`config.mk`:
```
export PLATFORM = sky130hd
export DESIGN_NAME = man_rx_phy_kb
export DESIGN_NICKNAME = d
export VERILOG_FILES = /design/src/rtl/man_rx_phy_kb_pkg.sv /design/src/rtl/man_rx_phy_kb_crc16_ccitt_ser.sv /design/src/rtl/man_rx_phy_kb.sv
export SDC_FILE = /design/constraint.sdc
export NUM_CORES = 1
export LEC_CHECK = 0
export CAP_MARGIN = 20
export CORE_MARGIN = 5
export CORE_UTILIZATION = 45
export DETAILED_ROUTE_END_ITERATION = 8
export DONT_BUFFER_PORTS = 1
export GPL_TIMING_DRIVEN = 0
export MAX_ROUTING_LAYER = met4
export PLACE_DENSITY = 0.63
export SETUP_SLACK_MARGIN = 0.02
export SLEW_MARGIN = 30
export SYNTH_ARGS = -nofsm -noshare
export SYNTH_HDL_FRONTEND = slang
export SYNTH_HIERARCHICAL = 1
export SYNTH_SLANG_ARGS = --single-unit
```
`constraint.sdc`:
```
create_clock -name clk -period 7.7 [get_ports clk]
set_clock_uncertainty 0.05 [all_clocks]
set_input_delay 1.54 -clock clk [delete_from_list [all_inputs] [get_ports clk]]
set_output_delay 1.54 -clock clk [all_outputs]
set_load 0.01 [all_outputs]
```
`src/rtl/man_rx_phy_kb_pkg.sv`:
```
// Shared KB link definitions: FSM states, frame geometry, bit period and CRC constants.
package man_rx_phy_kb_pkg;

    typedef enum logic [2:0] {
        ST_IDLE,
        ST_SYNC_LO,
        ST_DATA,
        ST_CRC_RX,
        ST_DONE
    } state_t;

    localparam int unsigned KB_WORDS       = 10;
    localparam int unsigned KB_CLK_PER_BIT = 40;
    localparam logic [15:0] CRC_POLY       = 16'h1021;
    localparam logic [15:0] CRC_INIT       = 16'hFFFF;

    function automatic logic [15:0] crc16_step(input logic [15:0] c, input logic d);
        logic [15:0] n;
        n = {c[14:0], 1'b0};
        if (c[15] ^ d) begin
            n = n ^ CRC_POLY;
        end
        return n;
    endfunction

endpackage

```
`src/rtl/man_rx_phy_kb_crc16_ccitt_ser.sv`:
```
// Bit-serial CRC-16-CCITT (MSB first, no reflection, no final xor).
module crc16_ccitt_ser
    import man_rx_phy_kb_pkg::*;
(
    input  logic        clk,
    input  logic        reset,
    input  logic        init,
    input  logic        en,
    input  logic        din,
    output logic [15:0] crc
);

    logic [15:0] r_crc;

    always_ff @(posedge clk or posedge reset) begin
        if (reset) begin
            r_crc <= CRC_INIT;
        end else if (init) begin
            r_crc <= CRC_INIT;
        end else if (en) begin
            r_crc <= crc16_step(r_crc, din);
        end
    end

    assign crc = r_crc;

endmodule

```
`src/rtl/man_rx_phy_kb.sv`:
```
// KB link Manchester decoder: sync/filter the line, lock on the frame sync,
// recover data words, check the CRC and keep link-health counters.
module man_rx_phy_kb
    import man_rx_phy_kb_pkg::*;
#(
    parameter int unsigned CLK_PER_BIT = KB_CLK_PER_BIT,
    parameter int unsigned WORDS       = KB_WORDS,
    parameter int unsigned IDLE_BITS   = 2
) (
    input  logic        clk,
    input  logic        reset,
    input  logic        rx_d,
    output logic [15:0] word_data,
    output logic        word_valid,
    output logic [3:0]  word_idx,
    output logic        frame_done,
    output logic        frame_ok,
    output logic [15:0] frame_cnt,
    output logic [15:0] err_cnt
);

    localparam int unsigned B  = CLK_PER_BIT;
    localparam int unsigned Q  = B / 4;
    localparam int unsigned TW = $clog2(3 * B);
    localparam int unsigned IW = $clog2(IDLE_BITS * B + 1);

    localparam logic [TW-1:0] T_SYNC_MIN = TW'(B + Q);
    localparam logic [TW-1:0] T_SYNC_MAX = TW'(2 * B - Q);
    localparam logic [TW-1:0] T_F_MIN    = TW'(2 * B - Q);
    localparam logic [TW-1:0] T_F_MAX    = TW'(2 * B + Q);
    localparam logic [TW-1:0] T_MIN      = TW'(B - Q);
    localparam logic [TW-1:0] T_MAX      = TW'(B + Q);
    localparam logic [IW-1:0] IDLE_LEN   = IW'(IDLE_BITS * B);
    localparam logic [3:0]    LAST_WORD  = 4'(WORDS - 1);

    state_t        r_state, w_next;
    logic [1:0]    r_sync;
    logic [2:0]    r_flt;
    logic          r_line, r_line_q;
    logic [TW-1:0] r_tcnt;
    logic [IW-1:0] r_idle_cnt;
    logic [3:0]    r_bitcnt, r_wcnt;
    logic          r_first;
    logic [15:0]   r_shift;
    logic [15:0]   r_word_data, r_frame_cnt, r_err_cnt;
    logic [3:0]    r_word_idx;
    logic          r_word_valid, r_frame_done, r_frame_ok;

    logic          w_rise, w_fall, w_edge, w_bit, w_idle_ok;
    logic          w_sync_start, w_lock, w_bit_en, w_err, w_word_end, w_crc_end, w_crc_en;
    logic [TW-1:0] w_win_lo, w_win_hi;
    logic [15:0]   w_rx_word, w_crc;

    // Line level after the mid-bit edge is the inverted bit value.
    assign w_rise    = r_line & ~r_line_q;
    assign w_fall    = ~r_line & r_line_q;
    assign w_edge    = w_rise | w_fall;
    assign w_bit     = ~r_line;
    assign w_idle_ok = (r_idle_cnt == IDLE_LEN);
    assign w_rx_word = {r_shift[14:0], w_bit};
    assign w_crc_en  = w_bit_en && (r_state == ST_DATA);

    always_ff @(posedge clk or posedge reset) begin
        if (reset) begin
            r_sync   <= '1;
            r_flt    <= '1;
            r_line   <= 1'b1;
            r_line_q <= 1'b1;
        end else begin
            r_sync   <= {r_sync[0], rx_d};
            r_flt    <= {r_flt[1:0], r_sync[1]};
            r_line   <= (r_flt[0] & r_flt[1]) | (r_flt[0] & r_flt[2]) | (r_flt[1] & r_flt[2]);
            r_line_q <= r_line;
        end
    end

    always_ff @(posedge clk or posedge reset) begin
        if (reset) begin
            r_state <= ST_IDLE;
        end else begin
            r_state <= w_next;
        end
    end

    always_comb begin
        w_next       = r_state;
        w_sync_start = 1'b0;
        w_lock       = 1'b0;
        w_bit_en     = 1'b0;
        w_err        = 1'b0;
        w_word_end   = 1'b0;
        w_crc_end    = 1'b0;
        w_win_lo     = r_first ? T_F_MIN : T_MIN;
        w_win_hi     = r_first ? T_F_MAX : T_MAX;
        unique case (r_state)
            ST_IDLE: begin
                if (w_fall && w_idle_ok) begin
                    w_next       = ST_SYNC_LO;
                    w_sync_start = 1'b1;
                end
            end
            ST_SYNC_LO: begin
                if (w_rise && (r_tcnt >= T_SYNC_MIN) && (r_tcnt <= T_SYNC_MAX)) begin
                    w_next = ST_DATA;
                    w_lock = 1'b1;
                end else if (w_edge || (r_tcnt > T_SYNC_MAX)) begin
                    w_next = ST_IDLE;
                    w_err  = 1'b1;
                end
            end
            ST_DATA, ST_CRC_RX: begin
                // Edges before the window are bit-boundary transitions.
                if (w_edge && (r_tcnt >= w_win_lo) && (r_tcnt <= w_win_hi)) begin
                    w_bit_en = 1'b1;
                    if (r_bitcnt == 4'd15) begin
                        if (r_state == ST_DATA) begin
                            w_word_end = 1'b1;
                            if (r_wcnt == LAST_WORD) begin
                                w_next = ST_CRC_RX;
                            end
                        end else begin
                            w_crc_end = 1'b1;
                            w_next    = ST_DONE;
                        end
                    end
                end else if (r_tcnt > w_win_hi) begin
                    w_next = ST_IDLE;
                    w_err  = 1'b1;
                end
            end
            ST_DONE: w_next = ST_IDLE;
            default: w_next = ST_IDLE;
        endcase
    end

    always_ff @(posedge clk or posedge reset) begin
        if (reset) begin
            r_tcnt     <= '0;
            r_idle_cnt <= '0;
            r_bitcnt   <= '0;
            r_wcnt     <= '0;
            r_first    <= 1'b0;
            r_shift    <= '0;
        end else begin
            if ((r_state != ST_IDLE) || !r_line) begin
                r_idle_cnt <= '0;
            end else if (!w_idle_ok) begin
                r_idle_cnt <= r_idle_cnt + IW'(1);
            end
            if (w_sync_start || w_lock || w_bit_en) begin
                r_tcnt <= '0;
            end else if (r_tcnt != '1) begin
                r_tcnt <= r_tcnt + TW'(1);
            end
            if (w_sync_start) begin
                r_wcnt <= '0;
            end else if (w_word_end) begin
                r_wcnt <= r_wcnt + 4'd1;
            end
            if (w_lock) begin
                r_bitcnt <= '0;
                r_first  <= 1'b1;
            end else if (w_bit_en) begin
                r_bitcnt <= r_bitcnt + 4'd1;
                r_first  <= 1'b0;
                r_shift  <= w_rx_word;
            end
        end
    end

    crc16_ccitt_ser u_crc (
        .clk   (clk),
        .reset (reset),
        .init  (w_sync_start),
        .en    (w_crc_en),
        .din   (w_bit),
        .crc   (w_crc)
    );

    always_ff @(posedge clk or posedge reset) begin
        if (reset) begin
            r_word_data  <= '0;
            r_word_valid <= 1'b0;
            r_word_idx   <= '0;
            r_frame_done <= 1'b0;
            r_frame_ok   <= 1'b0;
            r_frame_cnt  <= '0;
            r_err_cnt    <= '0;
        end else begin
            r_word_valid <= w_word_end;
            r_frame_done <= w_crc_end;
            if (w_sync_start) begin
                r_word_idx <= '0;
            end else if (w_word_end) begin
                r_word_idx <= r_wcnt;
            end
            if (w_word_end) begin
                r_word_data <= w_rx_word;
            end
            if (w_crc_end) begin
                r_frame_ok <= (w_crc == w_rx_word);
            end
            if (r_state == ST_DONE) begin
                if (r_frame_ok) begin
                    r_frame_cnt <= r_frame_cnt + 16'd1;
                end else if (r_err_cnt != '1) begin
                    r_err_cnt <= r_err_cnt + 16'd1;
                end
            end else if (w_err && (r_err_cnt != '1)) begin
                r_err_cnt <= r_err_cnt + 16'd1;
            end
        end
    end

    assign word_data  = r_word_data;
    assign word_valid = r_word_valid;
    assign word_idx   = r_word_idx;
    assign frame_done = r_frame_done;
    assign frame_ok   = r_frame_ok;
    assign frame_cnt  = r_frame_cnt;
    assign err_cnt    = r_err_cnt;

endmodule

```
==> results.md, run 1 <==
| Stage | Result | This run |
|---|---|---|
| clock tree | Number of buffers added for setup after CTS | 0 |
| worst setup path | CP Buf/Inv Count | 4 |
| global routing | Overflow after GRT | 0 |
| worst setup path | Flop-to-flop setup slack | 4100 ps |
| clock tree | Maximum count of clock buffers along a single path | 2 |
| worst setup path | Signal arrival time at the worst endpoint | 3900 ps |
| clock tree | H-tree levels | 4 |
| cells and area | Final core utilization | 52.9% |
| worst setup path | Cell type group with the largest total delay on the critical path | compound AO/OA/AOI/OAI gates |
| route | Wire length after detailed routing | 11000 microns |
| clock tree | Clock tree from TritonCTS | yes |
| route | Initial DRC Count | 183 |
| synth | Distinct cells, synth | 46 |
| sta | Final worst hold slack | 304 ps |
| placed design | Cell count after placement | 649 |
| worst setup path | Largest stage delay on the critical path | 460 ps |
| die | Area enclosed by the die boundary | 0.0147 sq mm |
| sta | Final clock period utilization by the worst path | 46.8% |
| worst setup path | Cell breakdown of the critical path | inv_1 -> ha_1 -> a211oi_1 -> o21ai_0 -> a211o_1 -> a21oi_2 -> buf_2 -> nor2b_1 -> buf_2 -> buf_2 -> a211o_1 |
| worst setup path | Data required time of the critical path | 8000 ps |
| power | Power share of the sequential group | 45.3% |
| worst setup path | Capturing point of the worst reg2reg path | u_crc/crc[1] |
| power | Power density over cell area | 220 mW/mm^2 |
| power | Pint | 1.12 mW |
| route | Mean number of vias per cell | 5.34 |
| die | Core region area | 0.0121 sq mm |
| synth | Post-synthesis async set-or-reset flop share | 100% |
| min path | Startpoint of the lowest-slack hold path | r_sync[0] |
| power | Peak supply drop | 0.000134 V |
| clock tree | Clock-pin transition on the worst setup and hold timing paths | 50 ps |
| global routing | Antenna violations before repair | 0 |
| placed design | DP Worst Slack | 4250 ps |
| sta | RSZ-0062 raised after global routing | no |
| cells and area | Number of antenna repair diodes | 0 |
| route | Average detailed-routed wire length per instance | 16.1 microns |
| die | Die Height | 121 microns |
| clock tree | Total clock buffers created by CTS | 17 |
| worst setup path | Slowest stage cell, crit path | sky130_fd_sc_hd__a21oi_2 |
| synth | Syn Std Cell Area | 0.00557 sq mm |
| placed design | Cell area reported after detailed placement | 0.00581 sq mm |
| sta | Final critical delay including setup and external delays | 3600 ps |
| worst setup path | Critical path class | register to register |
| sta | Maximum clock frequency | 277 MHz |
| synth | Dominant register cell in the synthesized netlist | sky130_fd_sc_hd__dfrtp_1 |
| worst setup path | Beginning of the worst register-to-register path | r_first |
| die | Initial Util | 46.2% |
| sta | # setup viols final | 0 |
| synth | Synth Instances | 480 |
| clock tree | Sinks on the clock net | 119 |
| route | Drc violations | 0 |
| sta | Smallest setup slack after layout | 4100 ps |
| sta | Least-Margin Pin Slew | 949 ps |
| placed design | HPWL Detailed | 7470 microns |
| die | Top-Level Pins | 58 |
| worst setup path | Crit-path most repeated cell | sky130_fd_sc_hd__buf_2 |
| power | Switching part of the total | 20.5% |
| clock tree | Number of gates resized after CTS | 0 |
| synth | Syn. warnings | 6 |
| min path | Path category of the worst min-delay check | register to register |
| outcome | Status | completed |
| cells and area | Total number of nets in the final design | 519 |
| power | Switching power | 288 uW |
| cells and area | Leading cell types in the layout, fill and taps excluded | sky130_fd_sc_hd__dfrtp_1 (96), sky130_fd_sc_hd__xnor2_1 (45), sky130_fd_sc_hd__nand2_1 (43) |
| cells and area | Final instance area | 0.00638 sq mm |
| route | Total via count in the routed design | 3637 |
| clock tree | Root Buffer | sky130_fd_sc_hd__clkbuf_16 |
| flow run | MaxCap Viol Count | 0 |
| worst setup path | Reg2Reg Depth | 11 |
| global routing | Wire length of the first global-routing pass | 18300 microns |
| global routing | Maximum number of pins on one net before global-route repair | 55 |
| synth | Post-Synthesis Net Count | 499 |
| worst setup path | Maximum net fanout on the critical path | 10 |
| worst setup path | Worst setup SP type | register |
| clock tree | Hold-fix buffer count after cts | 0 |
| cells and area | Ratio of cells with drive above 1 in the final layout | 16.8% |
| power | Clock power share | 52.6% |
| route | Antenna Nets Post-Route | 0 |
| placed design | GP Congestion | 0.822 |
| cells and area | Leading cell type in the layout, fill and taps excluded | sky130_fd_sc_hd__dfrtp_1 |
| placed design | Number of buffer cells added on primary ports | 0 |
| min path | Hold Path Sink | r_sync[1] |
| worst setup path | Kind of capture point of the worst setup path | register |
| global routing | Number of global-route vias before repair | 3656 |
| synth | Post-synth EDFFs | 0 |
| power | Combinational share of power | 2.1% |
| min path | Instance count along the most critical hold path | 0 |
| die | Standard-cell row count | 40 |
| synth | Average cell area after synthesis | 11.6 sq um |
| power | Power after layout | 1.40 mW |
| synth | Sequential cell area fraction in the yosys report | 54.0% |
| route | Count of TritonRoute iterations in the first routing pass | 4 |
| clock tree | Clock latency of the later-clocked register in the worst-skew pair | 410 ps |
| sta | Number of hold violations in the final report | 0 |
| cells and area | Area Growth Syn to Fin | 14.5% |
| global routing | Total global routing track utilization | 16.4% |
| synth | Synth Register Bits | 119 |
| sta | Pins over their slew limit | 0 |
| sta | Relative slew margins | 35.9% |
| die | Overall die width | 121 microns |
| sta | Sum of negative setup slack | 0 ps |
| cells and area | Final std cells w/o fill | 681 |
| power | Leak Pwr | 3.10 nW |
[cell type report]
type,count,area (sq um)
sequential,119,3010
clock buffer,24,492
inverter,16,65.1
tap,168,210
fill,1064,5680
clock inverter,8,71.3
timing repair buffer,1,27.5
buffer,15,82.6
multi-input combinational,330,2420
[power by group through the flow]
stage	Sequential [mW]	Clock, mW	Combinational, mW
detailed placement	0.647	0	0.0305
finish	0.637	0.738	0.0295
global route	0.637	0.787	0.0341
global placement	0.647	0	0.0273
CTS	0.636	0.758	0.0306
floorplan	0.646	0	0.0215
[metal layers]
layer	up-vias	GRT usage (%)	share of wire (%)
li1	1738	-	-
met2	87	23.1	45
met4	0	7.00	1.7
met1	1798	21.6	47
met5	-	-	0
met3	14	5.45	6.0
[registers in the layout (all words and copies together) (netlist names), 4 cells and up]
| register | cells |
|---|---|
| word_idx | 4 |
| r_bitcnt | 4 |
| frame_cnt | 16 |
| r_tcnt | 7 |
| r_shift | 15 |
| r_idle_cnt | 7 |
| word_data | 16 |
| r_wcnt | 4 |
| err_cnt | 16 |
| u_crc/crc | 16 |
[cells in the mapped netlist (4+ instances only)]
| cell type | instances | area, sq um |
|---|---|---|
| sky130_fd_sc_hd__ha_1 | 16 | 200 |
| sky130_fd_sc_hd__a211oi_1 | 6 | 45.0 |
| sky130_fd_sc_hd__and3_1 | 18 | 113 |
| sky130_fd_sc_hd__buf_2 | 6 | 30.0 |
| sky130_fd_sc_hd__inv_1 | 16 | 60.1 |
| sky130_fd_sc_hd__nor2b_1 | 17 | 106 |
| sky130_fd_sc_hd__xor2_1 | 9 | 78.8 |
| sky130_fd_sc_hd__nand3_1 | 23 | 115 |
| sky130_fd_sc_hd__o21ai_0 | 12 | 60.1 |
| sky130_fd_sc_hd__nor3_1 | 4 | 20.0 |
| sky130_fd_sc_hd__a211o_1 | 19 | 166 |
| sky130_fd_sc_hd__nand2_1 | 43 | 161 |
| sky130_fd_sc_hd__mux2_2 | 20 | 225 |
| sky130_fd_sc_hd__dfrtp_1 | 96 | 2400 |
| sky130_fd_sc_hd__nor2_1 | 23 | 86.3 |
| sky130_fd_sc_hd__clkbuf_1 | 6 | 22.5 |
| sky130_fd_sc_hd__mux2_1 | 14 | 158 |
| sky130_fd_sc_hd__a21oi_1 | 8 | 40.0 |
| sky130_fd_sc_hd__nand4_1 | 15 | 93.8 |
| sky130_fd_sc_hd__xnor2_1 | 45 | 394 |
| sky130_fd_sc_hd__mux2i_1 | 4 | 40.0 |
| sky130_fd_sc_hd__dfstp_2 | 23 | 604 |
[worst max-delay path by stage]
| stage | endpoint | slack [ps] | cells after the start | start |
|---|---|---|---|---|
| global placement | err_cnt[9] | 2350 | 1 | reset |
| finish | u_crc/crc[1] | 4100 | 11 | r_first |
| detailed placement | u_crc/crc[1] | 4250 | 11 | r_first |
| global route | u_crc/crc[1] | 3830 | 11 | r_first |
| floorplan | err_cnt[0] | 3420 | 1 | reset |
| CTS | u_crc/crc[1] | 4160 | 11 | r_first |
[logic make-up after synthesis]
group,after synthesis,synth area share [%]
AND/OR/NAND/NOR,163,15.3
flip-flops,119,54.0
adder cells (fa/ha/maj),17,3.77
multiplexers,38,7.59
buffers and inverters,31,2.56
AO/OA/AOI/OAI,56,7.50
XOR/XNOR,56,9.34
(Power assumes the default switching activity.)
==> inputs of run 2 (changes only) <==
--- a/config.mk
+++ b/config.mk
@@ -5,6 +5,7 @@
 export SDC_FILE = /design/constraint.sdc
 export NUM_CORES = 1
 export LEC_CHECK = 0
+export ABC_AREA = 1
 export CAP_MARGIN = 20
 export CORE_MARGIN = 5
 export CORE_UTILIZATION = 45
==> constraint.sdc (replaced) <==
create_clock -name clk -period 3.5 [get_ports clk]
set_clock_uncertainty 0.05 [all_clocks]
set_input_delay 0.7 -clock clk [delete_from_list [all_inputs] [get_ports clk]]
set_output_delay 0.7 -clock clk [all_outputs]
set_load 0.01 [all_outputs]
==> run 2 against run 1 <==
  * Design area rose by 10%
  * First-iteration DRC count grew 64%
  * Setup slack worse by 3100 ps
  * Critical path type unchanged
  * Utilization shrank 0.16 points
  * Non-clock buffer count stayed put
  * Clock power is 150% higher
  * Register-to-register slack got worse by 3100 ps
  * Via count up 25%
  * Sequential power up 120%
  * Global-route usage grew 1.4 points
  * Worst hold slack worse by 200 ps
  * Critical path depth decreased by 2
==> results.md, run 2 <==
| Stage | Result | This run | Change |
|---|---|---|---|
| worst setup path | Critical path class | register to register | unchanged |
| power | Combinational share of power | 2.4% | was 2.1% |
| placed design | HPWL Detailed | 9430 microns | was 7470 microns |
| sta | # setup viols final | 0 | unchanged |
| cells and area | Ratio of cells with drive above 1 in the final layout | 16.7% | was 16.8% |
| cells and area | Leading cell type in the layout, fill and taps excluded | sky130_fd_sc_hd__nand2_1 | was sky130_fd_sc_hd__dfrtp_1 |
| synth | Average cell area after synthesis | 8.81 sq um | was 11.6 sq um |
| synth | Distinct cells, synth | 41 | was 46 |
| worst setup path | CP Buf/Inv Count | 4 | unchanged |
| die | Core region area | 0.0133 sq mm | was 0.0121 sq mm |
| worst setup path | Largest stage delay on the critical path | 640 ps | was 460 ps |
| sta | Least-Margin Pin Slew | 598 ps | was 949 ps |
| route | Antenna Nets Post-Route | 0 | unchanged |
| clock tree | Total clock buffers created by CTS | 17 | unchanged |
| synth | Most instantiated library cell after synthesis | sky130_fd_sc_hd__nand2_1 | was sky130_fd_sc_hd__dfrtp_1 |
| synth | Syn Std Cell Area | 0.00616 sq mm | was 0.00557 sq mm |
| min path | Path category of the worst min-delay check | primary input to asynchronous set/reset pin | was register to register |
| die | Top-Level Pins | 58 | unchanged |
| clock tree | Hold-fix buffer count after cts | 0 | unchanged |
| synth | Cell accounting for the most synthesized area | sky130_fd_sc_hd__dfrtp_1 | unchanged |
| power | Power density over cell area | 468 mW/mm^2 | was 220 mW/mm^2 |
| synth | Area fraction of the dominant cell type after synthesis | 39.0% | was 43.1% |
| global routing | Number of global-route vias before repair | 4565 | was 3656 |
| sta | Final worst hold slack | 108 ps | was 304 ps |
| clock tree | Clock latency of the later-clocked register in the worst-skew pair | 410 ps | about the same |
| sta | Number of hold violations in the final report | 0 | unchanged |
| placed design | GP Congestion | 0.883 | was 0.822 |
| synth | Synth Instances | 699 | was 480 |
| power | Power share of the sequential group | 42.4% | was 45.3% |
| outcome | Status | completed | unchanged |
| cells and area | Leading cell types in the layout, fill and taps excluded | sky130_fd_sc_hd__nand2_1 (167), sky130_fd_sc_hd__dfrtp_1 (96), sky130_fd_sc_hd__inv_1 (91) | was sky130_fd_sc_hd__dfrtp_1 (96), sky130_fd_sc_hd__xnor2_1 (45), sky130_fd_sc_hd__nand2_1 (43) |
| synth | Post-Synthesis Net Count | 718 | was 499 |
| placed design | Cell count after placement | 876 | was 649 |
| die | Standard-cell row count | 42 | was 40 |
| route | Count of TritonRoute iterations in the first routing pass | 5 | was 4 |
| global routing | Overflow after GRT | 0 | unchanged |
| clock tree | Number of buffers added for setup after CTS | 0 | unchanged |
| die | Die Height | 127 microns | was 121 microns |
| synth | Post-synthesis async set-or-reset flop share | 100% | unchanged |
| worst setup path | Critical path origin | r_line | was r_first |
| power | Pint | 2.61 mW | was 1.12 mW |
| global routing | Maximum number of pins on one net before global-route repair | 60 | was 55 |
| synth | Sequential cell area fraction in the yosys report | 48.8% | was 54.0% |
| route | Initial DRC Count | 300 | was 183 |
| worst setup path | Maximum net fanout on the critical path | 10 | unchanged |
| cells and area | Number of antenna repair diodes | 0 | unchanged |
| synth | Syn. warnings | 6 | unchanged |
| worst setup path | Data required time of the critical path | 3780 ps | was 8000 ps |
| power | Peak supply drop | 0.000355 V | was 0.000134 V |
| route | Drc violations | 0 | unchanged |
| worst setup path | Signal arrival time at the worst endpoint | 2830 ps | was 3900 ps |
| synth | Dominant register cell in the synthesized netlist | sky130_fd_sc_hd__dfrtp_1 | unchanged |
| cells and area | Total number of nets in the final design | 738 | was 519 |
| global routing | Wire length of the first global-routing pass | 22600 microns | was 18300 microns |
| placed design | Cell area reported after detailed placement | 0.00641 sq mm | was 0.00581 sq mm |
| power | Clock power share | 55.2% | was 52.6% |
| worst setup path | Crit-path most repeated cell | sky130_fd_sc_hd__inv_1 | was sky130_fd_sc_hd__buf_2 |
| clock tree | Number of gates resized after CTS | 0 | unchanged |
| worst setup path | Kind of capture point of the worst setup path | register | unchanged |
| route | Wire length after detailed routing | 13000 microns | was 11000 microns |
| power | Switching part of the total | 20.7% | was 20.5% |
| sta | Pins over their slew limit | 0 | unchanged |
| sta | Final clock period utilization by the worst path | 72.9% | was 46.8% |
| worst setup path | Slowest stage cell, crit path | sky130_fd_sc_hd__dfstp_2 | was sky130_fd_sc_hd__a21oi_2 |
| placed design | Number of buffer cells added on primary ports | 0 | unchanged |
| synth | Largest cells by area after synthesis | sky130_fd_sc_hd__dfrtp_1 (39%), sky130_fd_sc_hd__nand2_1 (10%), sky130_fd_sc_hd__dfstp_2 (9.8%), sky130_fd_sc_hd__inv_1 (5.6%), sky130_fd_sc_hd__nand3_1 (5.4%) | was sky130_fd_sc_hd__dfrtp_1 (43%), sky130_fd_sc_hd__dfstp_2 (11%), sky130_fd_sc_hd__xnor2_1 (7.1%), sky130_fd_sc_hd__mux2_2 (4.0%), sky130_fd_sc_hd__ha_1 (3.6%) |
| clock tree | H-tree levels | 4 | unchanged |
| die | Initial Util | 46.1% | was 46.2% |
| synth | Synth Register Bits | 119 | unchanged |
| worst setup path | Cell type group with the largest total delay on the critical path | flip-flops | was compound AO/OA/AOI/OAI gates |
| synth | Post-synth EDFFs | 0 | unchanged |
| clock tree | Clock-pin transition on the worst setup and hold timing paths | 60 ps | was 50 ps |
| sta | Maximum clock frequency | 392 MHz | was 277 MHz |
| sta | Final critical delay including setup and external delays | 2550 ps | was 3600 ps |
| worst setup path | Capturing point of the worst reg2reg path | u_crc/crc[11] | was u_crc/crc[1] |
| power | Switching power | 683 uW | was 288 uW |
| worst setup path | Worst setup SP type | register | unchanged |
| cells and area | Final instance area | 0.00704 sq mm | was 0.00638 sq mm |
| worst setup path | Reg2Reg Depth | 9 | was 11 |
| global routing | Total global routing track utilization | 17.8% | was 16.4% |
| synth | Most used standard cells in the synthesized netlist | sky130_fd_sc_hd__nand2_1 (167), sky130_fd_sc_hd__dfrtp_1 (96), sky130_fd_sc_hd__inv_1 (92), sky130_fd_sc_hd__nand3_1 (67), sky130_fd_sc_hd__nor2_1 (50) | was sky130_fd_sc_hd__dfrtp_1 (96), sky130_fd_sc_hd__xnor2_1 (45), sky130_fd_sc_hd__nand2_1 (43) |
| route | Average detailed-routed wire length per instance | 14.3 microns | was 16.1 microns |
| sta | RSZ-0062 raised after global routing | no | unchanged |
| worst setup path | Flop-to-flop setup slack | 950 ps | was 4100 ps |
| worst setup path | Endpoint of the worst setup timing path | u_crc/crc[11] | was u_crc/crc[1] |
| cells and area | Final std cells w/o fill | 908 | was 681 |
| clock tree | Root Buffer | sky130_fd_sc_hd__clkbuf_16 | unchanged |
| die | Area enclosed by the die boundary | 0.0161 sq mm | was 0.0147 sq mm |
| flow run | MaxCap Viol Count | 0 | unchanged |
| power | Leak Pwr | 3.42 nW | was 3.10 nW |
| die | Overall die width | 127 microns | was 121 microns |
| route | Mean number of vias per cell | 5.00 | was 5.34 |
| worst setup path | Beginning of the worst register-to-register path | r_line | was r_first |
| cells and area | Area Growth Syn to Fin | 14.3% | was 14.5% |
| worst setup path | Cell breakdown of the critical path | inv_1 -> ha_1 -> a31oi_1 -> nand3_1 -> inv_1 -> inv_1 -> nor2_2 -> buf_6 -> a22oi_1 | was inv_1 -> ha_1 -> a211oi_1 -> o21ai_0 -> a211o_1 -> a21oi_2 -> buf_2 -> nor2b_1 -> buf_2 -> buf_2 -> a211o_1 |
| cells and area | Final core utilization | 52.7% | was 52.9% |
| route | Total via count in the routed design | 4541 | was 3637 |
| clock tree | Clock tree from TritonCTS | yes | unchanged |
| clock tree | Sinks on the clock net | 119 | unchanged |
| worst setup path | Crit. path cell count | 9 | was 11 |
| global routing | Antenna violations before repair | 0 | unchanged |
| clock tree | Maximum count of clock buffers along a single path | 2 | unchanged |
| sta | Relative slew margins | 60.1% | was 35.9% |
-- run 2: cell count changes in the layout (fill, tap and decap cells not counted), moves of 14 or more --
cell	change
sky130_fd_sc_hd__nor2b_1	-17
sky130_fd_sc_hd__nand2_1	+124
sky130_fd_sc_hd__and3_1	-15
sky130_fd_sc_hd__o21ai_2	+16
sky130_fd_sc_hd__mux2_1	-14
sky130_fd_sc_hd__xnor2_1	-17
sky130_fd_sc_hd__inv_1	+76
sky130_fd_sc_hd__nor2_1	+27
sky130_fd_sc_hd__nand3_1	+44
sky130_fd_sc_hd__a211o_1	-19
sky130_fd_sc_hd__mux2_2	-20
-- run 2: how the worst min path moves through the flow --
stage / slack [ps] / from / endpoint
2_1_floorplan: 300 / r_sync[1] / r_flt[0]
5_1_grt: 130 / reset / r_shift[11]
4_1_cts: 120 / reset / r_shift[10]
3_3_place_gp: 300 / r_sync[1] / r_flt[0]
6_report: 110 / reset / r_shift[9]
3_5_place_dp: 300 / r_sync[1] / r_flt[0]
-- run 2: metal layers --
layer | up-vias | track usage [%] | wire length (microns)
li1 | 2281 | - | -
met1 | 2152 | 22.7 | 6040
met2 | 87 | 27.1 | 6050
met3 | 21 | 5.47 | 700
met4 | 0 | 5.93 | 181
met5 | - | - | 0
-- run 2: layout make-up --
class | instances | area [sq um]
fill | 1216 | 6310
sequential | 119 | 3010
multi-input combinational | 473 | 2670
clock buffer | 22 | 484
inverter | 92 | 350
tap | 176 | 220
clock inverter | 10 | 141
buffer | 15 | 138
timing repair buffer | 1 | 27.5
-- run 2: stage by stage --
step / TNS, ps / setup WS, ps / total power [mW]
2_1_floorplan: 0 / 57.7 / 1.48
3_3_place_gp: -99470 / -1050 / 1.49
3_5_place_dp: 0 / 996 / 1.50
4_1_cts: 0 / 973 / 3.34
5_1_grt: 0 / 805 / 3.42
6_report: 0 / 947 / 3.29
-- run 2: power by group through the flow --
stage | combinational (mW) | clock, mW | sequential, mW
floorplan | 0.0589 | 0 | 1.42
global placement | 0.0733 | 0 | 1.42
detailed placement | 0.0800 | 0 | 1.42
CTS | 0.0803 | 1.86 | 1.40
global route | 0.0916 | 1.93 | 1.40
finish | 0.0776 | 1.82 | 1.40
-- run 2: cells by family after synthesis --
kind of cell             share of synthesized area, %
AO/OA/AOI/OAI                                    8.39
adder cells (fa/ha/maj)                          3.41
flip-flops                                       48.8
buffers and inverters                            7.84
AND/OR/NAND/NOR                                  24.8
XOR/XNOR                                         6.68
==> inputs of run 3 (changes only) <==
==> constraint.sdc (replaced) <==
create_clock -name clk -period 2.43 [get_ports clk]
set_clock_uncertainty 0.05 [all_clocks]
set_input_delay 0.486 -clock clk [delete_from_list [all_inputs] [get_ports clk]]
set_output_delay 0.486 -clock clk [all_outputs]
set_load 0.01 [all_outputs]
==> run 3 against run 2 <==
  * Sequential share of layout area fell by 0.61 points
  * Clock power rose by 34%
  * Cell count rose by 0.66%
  * Sequential cell count did not move
  * Maximum frequency rose by 12%
  * Register-to-register slack got worse by 800 ps
  * Critical endpoint unchanged
  * Highest routed layer unchanged
==> results.md, run 3 (synthesized netlist as in run 2, its figures left out) <==
| Stage | Result | This run | Change |
|---|---|---|---|
| worst setup path | Maximum net fanout on the critical path | 10 | unchanged |
| clock tree | Root Buffer | sky130_fd_sc_hd__clkbuf_16 | unchanged |
| worst setup path | Critical path class | register to register | unchanged |
| global routing | Overflow after GRT | 0 | unchanged |
| min path | Path category of the worst min-delay check | register to register | was primary input to asynchronous set/reset pin |
| die | Top-Level Pins | 58 | unchanged |
| worst setup path | Data required time of the critical path | 2710 ps | was 3780 ps |
| worst setup path | Kind of capture point of the worst setup path | register | unchanged |
| sta | Final clock period utilization by the worst path | 94.1% | was 72.9% |
| clock tree | Maximum count of clock buffers along a single path | 2 | unchanged |
| die | Standard-cell row count | 42 | unchanged |
| clock tree | Clock-pin transition on the worst setup and hold timing paths | 60 ps | about the same |
| route | Wire length after detailed routing | 13500 microns | was 13000 microns |
| cells and area | Final std cells w/o fill | 914 | was 908 |
| route | Drc violations | 0 | unchanged |
| power | Peak supply drop | 0.000700 V | was 0.000355 V |
| global routing | GR Layer Usage met2 | 28.8% | was 27.1% |
| sta | Least-Margin Pin Slew | 618 ps | was 598 ps |
| sta | Pins over their slew limit | 0 | unchanged |
| route | Average detailed-routed wire length per instance | 14.7 microns | was 14.3 microns |
| global routing | Number of global-route vias before repair | 4643 | was 4565 |
| clock tree | Sinks on the clock net | 119 | unchanged |
| global routing | Total global routing track utilization | 18.0% | was 17.8% |
| worst setup path | Signal arrival time at the worst endpoint | 2570 ps | was 2830 ps |
| cells and area | Ratio of cells with drive above 1 in the final layout | 17.9% | was 16.7% |
| cells and area | Leading cell type in the layout, fill and taps excluded | sky130_fd_sc_hd__nand2_1 | unchanged |
| clock tree | Clock tree from TritonCTS | yes | unchanged |
| power | Power after layout | 4.59 mW | was 3.29 mW |
| worst setup path | Worst setup SP type | register | unchanged |
| global routing | Antenna violations before repair | 0 | unchanged |
| sta | Maximum clock frequency | 437 MHz | was 392 MHz |
| sta | Sum of negative setup slack | 0 ps | unchanged |
| route | Antenna Nets Post-Route | 0 | unchanged |
| placed design | Number of buffer cells added on primary ports | 0 | unchanged |
| placed design | GP Congestion | 0.902 | was 0.883 |
| cells and area | Area Growth Syn to Fin | 15.9% | was 14.3% |
| outcome | Status | completed | unchanged |
| route | Initial DRC Count | 305 | was 300 |
| placed design | Cell count after placement | 879 | was 876 |
| die | Core region area | 0.0133 sq mm | unchanged |
| die | Area enclosed by the die boundary | 0.0161 sq mm | unchanged |
| cells and area | Leading cell types in the layout, fill and taps excluded | sky130_fd_sc_hd__nand2_1 (167), sky130_fd_sc_hd__dfrtp_1 (96), sky130_fd_sc_hd__inv_1 (89) | was sky130_fd_sc_hd__nand2_1 (167), sky130_fd_sc_hd__dfrtp_1 (96), sky130_fd_sc_hd__inv_1 (91) |
| global routing | Layer with the highest usage after global routing | met2 | unchanged |
| die | Die Height | 127 microns | unchanged |
| global routing | Maximum number of pins on one net before global-route repair | 31 | was 60 |
| sta | Number of hold violations in the final report | 0 | unchanged |
| cells and area | Final core utilization | 53.5% | was 52.7% |
| global routing | Wire length of the first global-routing pass | 22800 microns | was 22600 microns |
| route | Mean number of vias per cell | 5.03 | was 5.00 |
| die | Initial Util | 46.1% | unchanged |
| die | Overall die width | 127 microns | unchanged |
| power | Power density over cell area | 643 mW/mm^2 | was 468 mW/mm^2 |
| flow run | MaxCap Viol Count | 0 | unchanged |
| sta | Relative slew margins | 58.7% | was 60.1% |
| clock tree | Total clock buffers created by CTS | 17 | unchanged |
| route | Total via count in the routed design | 4595 | was 4541 |
| cells and area | Total number of nets in the final design | 744 | was 738 |
| power | Leak Pwr | 3.43 nW | was 3.42 nW |
| sta | # setup viols final | 0 | unchanged |
| clock tree | Clock latency of the later-clocked register in the worst-skew pair | 420 ps | was 410 ps |
| cells and area | Number of antenna repair diodes | 0 | unchanged |
| sta | Final critical delay including setup and external delays | 2290 ps | was 2550 ps |
| placed design | HPWL Detailed | 9770 microns | was 9430 microns |
| global routing | Met1 track demand over resource in global routing | 21.6% | was 22.7% |
| clock tree | H-tree levels | 4 | unchanged |
| route | Count of TritonRoute iterations in the first routing pass | 5 | unchanged |
| global routing | Met3 routing resource usage after global routing | 6.68% | was 5.47% |
run 3: changes by cell type in the layout (fill, tap and decap cells not counted), sizes merged:
cell	delta
clkinvlp	+4
clkinv	+1
dlygate4sd3	+2
bufinv	-1
inv	-3
buf	+3
run 3: per-stage QoR:
step           hold slack, ps  setup slack [ps]  cell area, sq um
6_report                  304               144              7140
5_1_grt                   308             -5.79              7140
4_1_cts                   305              44.0              7100
3_5_place_dp              280              -112              6480
3_3_place_gp              297              -120              6380
2_1_floorplan             295               301              6160
run 3: metal layers:
metal	vias up	part of all wire [%]
li1	2291	-
met1	2224	45
met2	69	49
met3	11	6.0
met4	0	0.76
met5	-	0
run 3: final timing paths:
kind                       startpoint             to  slack, ps  cells past startpoint
max reg2reg                    r_line  u_crc/crc[11]        140                      9
min reg2reg                 r_sync[1]       r_flt[0]        300                      0
min                         r_sync[1]       r_flt[0]        300                      0
max in group asynchronous       reset         r_line       1160                      4
min in group asynchronous       reset   u_crc/crc[6]        340                      1
max                            r_line  u_crc/crc[11]        140                      9
run 3: critical path, stage by stage, from the launching register on:
cell	delay, ps
sky130_fd_sc_hd__dfstp_2	630
sky130_fd_sc_hd__inv_1	140
sky130_fd_sc_hd__ha_1	400
sky130_fd_sc_hd__a31oi_4	250
sky130_fd_sc_hd__nand3_4	130
sky130_fd_sc_hd__inv_2	110
sky130_fd_sc_hd__inv_1	110
sky130_fd_sc_hd__nor2_4	130
sky130_fd_sc_hd__buf_6	180
sky130_fd_sc_hd__a22oi_1	80
run 3: cell type report:
class,count,area [sq um]
Sequential cell,119,3010
Timing Repair Buffer,7,123
Clock buffer,21,460
Multi-Input combinational cell,473,2710
Buffer,15,140
Fill cell,1270,6210
Clock inverter,11,125
Inverter,92,349
Tap cell,176,220
run 3: power by group:
group | internal, mW | switching (mW) | total [mW]
Sequential | 2.00 | 0.0108 | 2.01
Clock | 1.56 | 0.885 | 2.44
Combinational | 0.0484 | 0.0873 | 0.136
run 3: timing repair:
action / in CTS / in global routing
setup buffers: 0 / 1
gates resized for setup: 3 / 8
endpoints found under the hold margin: 9 / 0
hold buffers: 2 / 0
endpoints found under the setup margin: 10 / 14
